[config.mk]
export PLATFORM = sky130hd
export DESIGN_NAME = fib_timer_buffer
export DESIGN_NICKNAME = d
export VERILOG_FILES = /design/src/rtl/fib_timer_buffer.sv
export SDC_FILE = /design/constraint.sdc
export NUM_CORES = 1
export LEC_CHECK = 0
export ABC_AREA = 1
export BUFFER_PORTS_ARGS = -buffer_cell sky130_fd_sc_hd__buf_2
export CORE_MARGIN = 2
export CORE_UTILIZATION = 64
export DETAILED_ROUTE_END_ITERATION = 6
export PLACE_DENSITY = 0.87
export SYNTH_ARGS = -nofsm -noshare
export SYNTH_HDL_FRONTEND = slang
export SYNTH_SLANG_ARGS = --single-unit
export TNS_END_PERCENT = 1
[constraint.sdc]
create_clock -name clk -period 7.95 [get_ports clk]
set_clock_uncertainty 0.15 [all_clocks]
set_input_delay 1.59 -clock clk [delete_from_list [all_inputs] [get_ports clk]]
set_output_delay 1.59 -clock clk [all_outputs]
set_load 0.02 [all_outputs]
[src/rtl/fib_timer_buffer.sv]
// Circular FIFO between the Fibonacci/Timer producers and the 7-segment consumer.
// Optional sticky overflow flag is compiled in when FIB_BUFFER_OVF_EN is defined.
module fib_timer_buffer #(
   parameter int DEPTH = 8,
   parameter int WIDTH = 16
) (
   input  logic                       clk,
   input  logic                       rst,
   input  logic [WIDTH-1:0]           data_in,
   input  logic                       data_in_valid,
   input  logic                       consume_en,
   output logic [WIDTH-1:0]           data_out,
   output logic                       data_out_valid,
   output logic                       buffer_full,
   output logic                       buffer_empty,
   output logic [$clog2(DEPTH+1)-1:0] count,
   output logic                       overflow
);

   localparam int AW = $clog2(DEPTH);
   localparam int CW = $clog2(DEPTH+1);

   logic [WIDTH-1:0] mem [DEPTH];
   logic [AW-1:0]    wp;
   logic [AW-1:0]    rp;
   logic [CW-1:0]    count_nxt;
   logic             wr_ok;
   logic             rd_ok;

   // A write into a full buffer is allowed when the same-cycle pop frees a slot.
   assign wr_ok = data_in_valid & (~buffer_full | consume_en);
   assign rd_ok = consume_en & ~buffer_empty;

   always_comb begin
      count_nxt = count;
      if (wr_ok && !rd_ok)
         count_nxt = count + 1'b1;
      else if (!wr_ok && rd_ok)
         count_nxt = count - 1'b1;
   end

   always_ff @(posedge clk) begin
      if (rst && wr_ok)
         mem[wp] <= data_in;
   end

   // Flags derive from the next count so they change on the same edge as count.
   always_ff @(posedge clk) begin
      if (!rst) begin
         wp             <= '0;
         rp             <= '0;
         count          <= '0;
         buffer_full    <= 1'b0;
         buffer_empty   <= 1'b1;
         data_out       <= '0;
         data_out_valid <= 1'b0;
      end else begin
         count          <= count_nxt;
         buffer_full    <= (count_nxt == CW'(DEPTH));
         buffer_empty   <= (count_nxt == '0);
         data_out_valid <= rd_ok;
         if (wr_ok)
            wp <= wp + 1'b1;
         if (rd_ok) begin
            data_out <= mem[rp];
            rp       <= rp + 1'b1;
         end
      end
   end

`ifdef FIB_BUFFER_OVF_EN
   always_ff @(posedge clk) begin
      if (!rst)
         overflow <= 1'b0;
      else if (data_in_valid && buffer_full && !consume_en)
         overflow <= 1'b1;
   end
`else
   assign overflow = 1'b0;
`endif

endmodule

# Word-level counts from Yosys, hierarchy flattened
# Memory sizes are Yosys's and may differ from the RTL's. A register that Yosys moved wholly into a read port is not among the register bits.
# Index checks and enable logic that the tools add are counted.
# word_totals
wordCells,28
reg_bits,13
output_inout_bits,24
mem_count,1
in_bits,20
mem_bits_rw,128
# memory_table
memory,depth,width,rd,rd_ports_with_merged_regs,write_ports,line_no,rtl
mem,8,16,1,1,1,23,logic [WIDTH-1:0] mem [DEPTH];
# op_classes
n_mux,4
eq_ne,1
n_reduce_logical,7
n_bitwise,5
add_sub_neg,4
# op_table
operator,n
4-bit 2-to-1 mux,2
3-bit by 1-bit adder with 3-bit output (second input constant),2
4-bit by 1-bit adder with 4-bit output (second input constant),1
4-bit == test (second input constant),1
4-bit zero test,1
4-bit by 1-bit subtractor with 4-bit output (second input constant),1
1-bit logical AND,3
1-bit zero test,3
1-bit bitwise AND,2
1-bit 2-to-1 mux,2
1-bit inverter,2
1-bit OR,1

# Longest topological paths before layout
# Gate-level depths: netlist (run 1).
# logic_depth
ltp_word,8
ltp_mapped,11
mapped_depth_nobuf,11

# Least setup slack after synthesis (run 1)
# OpenSTA, ideal clock, no wires.
# synth_timing
path_kind,input to register
startpoint,input port consume_en
endpoint,"memory mem[0][0], enable pin"
setup_slack_ns,4.322
setup_ns,0.409
path_stages,6
t_arrival_ns,3.069
required_time_ns,7.391
path_buffers,0
path_cell_list,inv_1 > nand2_1 > nand2_2 > inv_1 > nand2_1 > nor3_1
# synth_via
elab_chain_cells,5
# synth_rtl
item,line_no,rtl
"start, declared",11,"input logic consume_en,"
1-bit OR,31,assign wr_ok = data_in_valid & (~buffer_full | consume_en);
1-bit bitwise AND,31,
1-bit logical AND,43,if (rst && wr_ok)
1-bit 2-to-1 mux,43,
1-bit 2-to-1 mux (implied by the code),44,mem[wp] <= data_in;
"end, declared",23,
# No other way between the ends.

# Worst setup path in the final report (run 1)
# layout_timing
startpoint,input port rst
endpoint,"memory mem[3][0], enable pin"
# layout_via
elab_chain_cells,3
# layout_rtl
item,line_no,rtl
"start, declared",8,"input logic rst,"
1-bit logical AND,43,
1-bit 2-to-1 mux,43,
1-bit 2-to-1 mux (implied by the code),44,
# No other way between the ends.

==> results of run 1 <==
layout make-up:
type / instances / area (um2)
clock buffers: 23 / 543
clock inverters: 9 / 62.6
fillers: 591 / 2480
inverters: 17 / 68.8
multi-input cells: 319 / 1560
flip-flops and latches: 157 / 4420
well taps: 133 / 166
repair buffers: 52 / 285
cell usage in the layout, fill, tap and decap left out, drive strengths merged, types with 20 or more instances in the layout:
cell type,instances
dfxtp,29
buf,52
a21oi,23
nand2,49
clkbuf,23
o211ai,32
edfxtp,128
o21ai,85
nor2,110
inv,20
power by group through the flow:
stage / clock [uW] / combinational [uW] / sequential [uW]
after floorplan: 0 / 127 / 958
after global placement: 0 / 184 / 942
after detailed placement: 0 / 195 / 943
after CTS: 803 / 199 / 926
after global routing: 835 / 223 / 928
final: 796 / 201 / 926
stage by stage:
| step | utilization | setup slack [ps] | power, uW |
|---|---|---|---|
| 6_report | 0.741 | 4910 | 1920 |
| 3_3_place_gp | 0.678 | 4490 | 1130 |
| 2_1_floorplan | - | 4320 | 1090 |
| 4_1_cts | 0.741 | 4950 | 1930 |
| 3_5_place_dp | 0.678 | 4390 | 1140 |
| 5_1_grt | 0.741 | 4830 | 1990 |
state kept, by name, indices dropped and copies added, names as in the netlist:
name	flops
buffer_empty	1
buffer_full	1
count	4
data_out	16
data_out_valid	1
mem	128
rp	3
wp	3
cell families (layout without fill, tap and decap cells):
logic type,count (synthesis),in the layout
simple gates,170,170
flops,157,157
compound gates,141,141
buf+inv,47,101
fa+ha+maj,4,4
xor+xnor,3,3
other cells,1,1
layer usage:
metal,wire (um),vias to the layer above,global-route usage
met5,0,-,0
met4,439,0,0.132
met3,1220,42,0.0739
met2,6680,256,0.429
met1,5170,2065,0.359
li1,-,1948,-
worst register-to-register path: stages (launching register included):
cell and delay (ps):
dfxtp_1 910, clkinv_1 900, o211ai_1 360, nand2_1 110, a21oi_1 170
final timing paths:
check | cells after the start | startpoint | slack [ps] | end
setup / recovery | 4 | rst | 4910 | mem[3][0]
hold / removal | 2 | data_out[1] | 390 | data_out[1]
setup reg to reg | 4 | rp[2] | 5260 | data_out[4]
hold reg to reg | 2 | data_out[1] | 390 | data_out[1]
==> metrics.md, run 1 <==
| Metric | Value |
|---|---|
| Yosys top cell area share | 0.616 |
| N_diodes | 0 |
| Outcome | complete, no violations |
| Sum Neg Setup Slack | 0 ps |
| Vias/cell | a little over 6 |
| Clk_lat worst skew | roughly 530 ps |
| Core Box Area | 9590 um2 |
| Slowest CP cell | nor2_1 |
| PwrDens | between 200 and 300 nW/um2 |
| RSZ-0062 raised after global routing | no |
| Dominant synthesized flop cell | edfxtp_1 |
| Post-Synth Simple-Gate Area | 0.106 |
| Mapped Area | 6240 um2 |
| CP Capture Type | register |
| Final wirelength | about 14,000 um |
| DRT iter0 DRCs | 443 |
| Max_cap viols | 0 |
| Final Hold Vio Count | 0 |
| Async SR Flop Fraction | 0 |
| Post-synth top area cell | edfxtp_1 |
| Post-DP Area | 6510 um2 |
| Gpl congestion | between 0.8 and 0.9 |
| Xor/xnor share of the synthesized area | 0.00421 |
| Mapped Cells | 523 |
| Tot GR Track Use | 0.274 |
| Post-CTS Hold Fix Bufs | 0 |
| Avg Cell Area, Syn | 11.9 um2 |
| Sequential fraction of design power | 0.481 |
| Clk sinks | 157 |
| Hold Crit Class | reg2reg |
| Die ar. | 10,600 um2 |
| Critical Path AT | 3120 ps |
| Pleak | ~0.0026 uW |
| Final Cycle Share | 0.383 |
| Largest stage delay, worst path | around 600 ps |
| Ranking of synthesized cells by area | edfxtp_1, dfxtp_1, nor2_1, o21ai_0, o211ai_1 |
| Area Overhead vs Synth | 14.0% |
| DRC | 0 |
| Syn Nets | between 500 and 600 |
| Dpl cells | slightly below 700 |
| Slew @ Worst Pin | 899 ps |
| Vias | between 4,000 and 5,000 |
| Slew Limit Fails | 0 |
| Critical Path RT | 8030 ps |
| CP delay by family, top | simple AND/OR/NAND/NOR gates |
| Multiplexer area fraction after synthesis | 0 |
| Hpwl dp | ~7300 um |
| H-tree depth | 4 |
| Antenna Nets Post-Route | 0 |
| Die Width | around 100 um |
| Combinational family with the most area after synthesis | compound AO/OA/AOI/OAI gates |
| Ys Warns | 0 |
| Sequential area share after synthesis | 0.709 |
| CP Launch Type | primary input |
| Most instantiated cells after synthesis | edfxtp_1, nor2_1, o21ai_0 |
| Int Pwr | roughly 1500 uW |
| WP buf/inv | 2 |
| DIE HEIGHT | a little over 100 um |
| Clk slew on worst S/H paths | 70 ps |
| Final hold slack | 391 ps |
| Post-synth EDFFs | 128 |
| Relative slew slack | 0.400 |
| Largest net degree at the start of global routing | 67 |
| Comb power frac | 0.105 |
| Final setup vio count | 0 |
| Worst-path fanout max | 26 |
| Vias in the first global route | approximately 4,200 |
| Gates resized, CTS repair | 0 |
| FP Rows | 36 |
| Top-count cell post-synth | edfxtp_1 |
| Clock Tree Buf Depth | 2 |
| I/O pins | 44 |
| Initial antenna violation count | 0 |
| CP cell instances | buf_2 -> nand3_1 -> nor2_1 -> buf_4 |
| Post-route cell area | roughly 7000 um2 |
| Adder-Cell Fraction of Synth Area | 0.00802 |
| #FFs+latches synth | approximately 160 |
| Count of cell types in the netlist | 27 |
| GR Overflow Total | 0 |
| Layout cell share with drive strength beyond 1 | 0.166 |
| Switching fraction of total power | 0.246 |
| First-pass GRT wire length | about 21,000 um |
| I/O Buffers | between 40 and 50 |
| TritonCTS clock tree | built |
| Post-CTS Repair Setup Buffers | 0 |
| Switching pwr | 473 uW |
| Drt pass-1 iters | 6 |
| Wire length per cell | ~19 um |
| Post-synthesis compound-gate area fraction | 0.129 |
| Tmin final | 3040 ps |
| Clock share of power | 0.414 |
| Crit path kind | in2reg |
| FMAX | 328 MHz |
| CTS Buf Count | 17 |
| Initial core utilization | 0.650 |
| Layout Nets | 588 |
| Root buffer cell | clkbuf_8 |
| Worst ir drop on vdd | roughly 0.20 mV |
| Final Instance Count excl. Fillers | 710 |
No activity file was read; power rests on OpenSTA's default activity.
==> run 2, diff against run 1 <==
--- a/config.mk
+++ b/config.mk
@@ -5,12 +5,12 @@
 export SDC_FILE = /design/constraint.sdc
 export NUM_CORES = 1
 export LEC_CHECK = 0
-export ABC_AREA = 1
+export ABC_AREA = 0
 export BUFFER_PORTS_ARGS = -buffer_cell sky130_fd_sc_hd__buf_2
 export CORE_MARGIN = 2
-export CORE_UTILIZATION = 64
+export CORE_UTILIZATION = 59
 export DETAILED_ROUTE_END_ITERATION = 6
-export PLACE_DENSITY = 0.87
+export PLACE_DENSITY = 0.81
 export SYNTH_ARGS = -nofsm -noshare
 export SYNTH_HDL_FRONTEND = slang
 export SYNTH_SLANG_ARGS = --single-unit
==> constraint.sdc (replaced) <==
create_clock -name clk -period 3.14 [get_ports clk]
set_clock_uncertainty 0.15 [all_clocks]
set_input_delay 0.628 -clock clk [delete_from_list [all_inputs] [get_ports clk]]
set_output_delay 0.628 -clock clk [all_outputs]
set_load 0.02 [all_outputs]
==> run 2 against run 1 <==
- flip-flop and latch count did not move
- global-route usage fell by 4.4 points
- utilization fell by 2.7 points
- first-iteration DRC count fell by 43%
- clock power rose by 140%
- worst hold slack got worse by 170 ps
- combinational power rose to 2.9 times the previous value
- non-clock buffer count rose by 8
- setup slack got worse by 3800 ps
==> metrics.md, run 2 <==
| Metric | Value |
|---|---|
| Int Pwr | 3720 uW (was 1450 uW) |
| R2R cell count | 4 (unchanged) |
| Vias in the first global route | 3,281 (was 4,163) |
| Post-synth top area cell | edfxtp_1 (unchanged) |
| Post-CTS Repair Setup Buffers | 0 (unchanged) |
| Drt pass-1 iters | 5 (was 6) |
| Clock share of power | 0.390 (was 0.414) |
| Top reg by flops | mem (unchanged) |
| Wire length per cell | 21.9 um (was 19.0 um) |
| Syn Nets | 349 (was 547) |
| WP buf/inv | 1 (was 2) |
| I/O Buffers | 42 (unchanged) |
| Largest regs | mem x128, data_out x16, count x4 (unchanged) |
| Antenna Nets Post-Route | 0 (unchanged) |
| Slew @ Worst Pin | 747 ps (was 899 ps) |
| Clock Tree Buf Depth | 2 (unchanged) |
| Tmin final | 2030 ps |
| Most instantiated cells after synthesis | edfxtp_1, mux4_2, dfxtp_1 (was edfxtp_1, nor2_1, o21ai_0) |
| Async SR Flop Fraction | 0 (unchanged) |
| Gates resized, CTS repair | 0 (unchanged) |
| Ranking of synthesized cells by area | edfxtp_1, mux4_2, dfxtp_1, mux2i_1, o21ai_0 (was edfxtp_1, dfxtp_1, nor2_1, o21ai_0, o211ai_1) |
| Largest net degree at the start of global routing | 33 (was 67) |
| Most common cell after layout, fill and taps aside | edfxtp_1 (unchanged) |
| Vias/cell | 5.98 (was 6.07) |
| Largest stage delay, worst path | 800 ps (was 590 ps) |
| Core Box Area | 9860 um2 (was 9590 um2) |
| CP cell instances | buf_12 -> mux4_2 -> mux2i_1 -> a21oi_1 (was buf_2 -> nand3_1 -> nor2_1 -> buf_4) |
| Final wirelength | 11,600 um (was 13,500 um) |
| Vias | 3,172 (was 4,311) |
| Avg Cell Area, Syn | 18.6 um2 (was 11.9 um2) |
| Root buffer cell | clkbuf_8 (unchanged) |
| CP Capture Point | data_out[12] (was mem[3][0]) |
| Gpl congestion | 0.748 (was 0.813) |
| Tot Pwr | 4890 uW (was 1920 uW) |
| Top-count cell post-synth | edfxtp_1 (unchanged) |
| Critical Path RT | 3400 ps (was 8030 ps) |
| Area Overhead vs Synth | 16.5% (was 14.0%) |
| Dominant synthesized flop cell | edfxtp_1 (unchanged) |
| Critical Path AT | 2300 ps (was 3120 ps) |
| Die Width | 105 um (was 103 um) |
| First-pass GRT wire length | 18,400 um (was 21,100 um) |
| Clk sinks | 157 (unchanged) |
| Post-CTS Hold Fix Bufs | 0 (unchanged) |
| Die ar. | 11,100 um2 (was 10,600 um2) |
| Sequential area share after synthesis | 0.731 (was 0.709) |
| N_diodes | 0 (unchanged) |
| CP Launch Type | register (was primary input) |
| Final Hold Vio Count | 0 (unchanged) |
| DIE HEIGHT | 105 um (was 103 um) |
| Final setup vio count | 0 (unchanged) |
| Tot GR Track Use | 0.230 (was 0.274) |
| Ys Warns | 0 (unchanged) |
| Worst-path fanout max | 22 (was 26) |
| Max_cap viols | 0 (unchanged) |
| DRC | 0 (unchanged) |
| Comb power frac | 0.120 (was 0.105) |
| Worst path depth | 4 (unchanged) |
| Clk_lat worst skew | 530 ps (about the same) |
| FP Rows | 36 (unchanged) |
| Sequential fraction of design power | 0.489 (was 0.481) |
| Layout cell share with drive strength beyond 1 | 0.335 (was 0.166) |
| CTS Buf Count | 17 (unchanged) |
| H-tree depth | 4 (unchanged) |
| Max reg flops | 128 (unchanged) |
| Worst ir drop on vdd | 0.438 mV (was 0.195 mV) |
| Crit path kind | reg2reg (was in2reg) |
| R2r startpoint | rp[1] (was rp[2]) |
| Initial antenna violation count | 0 (unchanged) |
| Final Cycle Share | 0.648 |
| I/O pins | 44 (unchanged) |
| Hold Crit Class | in2reg (was reg2reg) |
| Post-synth EDFFs | 128 (unchanged) |
| Worst r2r dst | data_out[12] (was data_out[4]) |
| Slowest CP cell | dfxtp_1 (was nor2_1) |
| CP delay by family, top | flip-flops (was simple AND/OR/NAND/NOR gates) |
| Crit. Startpoint | rp[1] (was rst) |
| FMAX | about 490 MHz |
| RSZ-0062 raised after global routing | no (unchanged) |
| Layout Nets | 408 (was 588) |
| Relative slew slack | 0.501 (was 0.400) |
| Switching pwr | 1170 uW (was 473 uW) |
| Mapped Cells | 325 (was 523) |
| Mapped Area | 6050 um2 (was 6240 um2) |
| Outcome | complete, no violations (unchanged) |
| #FFs+latches synth | 157 (unchanged) |
| Slew Limit Fails | 0 (unchanged) |
| Switching fraction of total power | 0.239 (was 0.246) |
| Reg2Reg Setup Slack | 1110 ps (was 5260 ps) |
| Initial core utilization | 0.613 (was 0.650) |
| Post-route core utilization | 0.714 (was 0.741) |
| Commonest cells after routing, fill and taps aside | edfxtp_1, buf_2, mux4_2, dfxtp_1, mux2i_1 (was edfxtp_1, nor2_1, o21ai_0, nand2_1, buf_2) |
| CP Capture Type | register (unchanged) |
| Clk slew on worst S/H paths | 60 ps (was 70 ps) |
| DRT iter0 DRCs | 252 (was 443) |
| Count of cell types in the netlist | 36 (was 27) |
| Hpwl dp | 7010 um (was 7340 um) |
| PwrDens | 694 nW/um2 (was 271 nW/um2) |
| Pleak | 0.00239 uW (was 0.00258 uW) |
| GR Overflow Total | 0 (unchanged) |
| TritonCTS clock tree | built (unchanged) |
| Yosys top cell area share | 0.635 (was 0.616) |
[run 2: changes by cell type after synthesis, moves of 4 or more]
cell,change
o211ai_1,-32
inv_1,-12
a21oi_2,-4
mux4_2,+32
nor2_1,-104
nand2_1,-40
buf_2,-4
xnor2_1,+7
and2_1,+9
o21ai_1,-7
mux2i_1,+18
o21ai_0,-61
[run 2: area by class of cell]
class / instances / area [um2]
flip-flops and latches: 157 / 4430
well taps: 133 / 166
multi-input cells: 146 / 1540
fillers: 585 / 2820
repair buffers: 60 / 358
clock inverters: 11 / 120
clock buffers: 21 / 429
inverters: 2 / 7.51
[run 2: power by group through the flow]
| stage | Sequential [uW] | Clock [uW] | Combinational (uW) |
|---|---|---|---|
| final | 2390 | 1910 | 588 |
| after global routing | 2400 | 2020 | 639 |
| after CTS | 2390 | 1930 | 595 |
| after detailed placement | 2430 | 0 | 581 |
| after global placement | 2430 | 0 | 567 |
| after floorplan | 2480 | 0 | 367 |
[run 2: worst min path at each step]
stage | startpoint | to | cells past startpoint
after floorplan | wp[1] | wp[1] | 2
after global placement | data_out[5] | data_out[5] | 2
after detailed placement | data_out[5] | data_out[5] | 2
after CTS | data_in[0] | mem[2][0] | 1
after global routing | data_in[0] | mem[2][0] | 1
final | data_in[0] | mem[2][0] | 1
[run 2: worst register-to-register path: cells and delay by family, from the launching register on]
kind | cells | cell delay (ps)
compound gates | 1 | 110
buf+inv | 1 | 270
flops | 1 | 800
mux | 2 | 590
[run 2: layer usage]
metal,up-vias,track usage,part of all wire,wire [um]
met5,-,0,0,0
met4,0,0.0867,0.015,176
met3,17,0.0693,0.066,762
met2,124,0.371,0.52,6070
met1,1625,0.298,0.40,4610
li1,1406,-,-,-
[run 2: cells by family after synthesis]
logic type	share of synthesized area
XOR/XNOR	0.0116
multiplexers	0.151
AND/OR/NAND/NOR	0.0399
other	0.000620
flip-flops	0.731
AO/OA/AOI/OAI	0.0378
adder cells (fa/ha/maj)	0.00827
buffers and inverters	0.0196
[run 2: per-stage QoR]
stage	instance area (um2)	cells	setup TNS [ps]	hold WS (ps)	setup WS, ps
6_report	7050	530	0	219	1110
5_1_grt	7050	530	0	204	1010
2_1_floorplan	6050	325	-2690	356	-83.9
4_1_cts	7050	530	0	191	1090
3_5_place_dp	6500	498	0	373	876
3_3_place_gp	6500	498	0	364	946
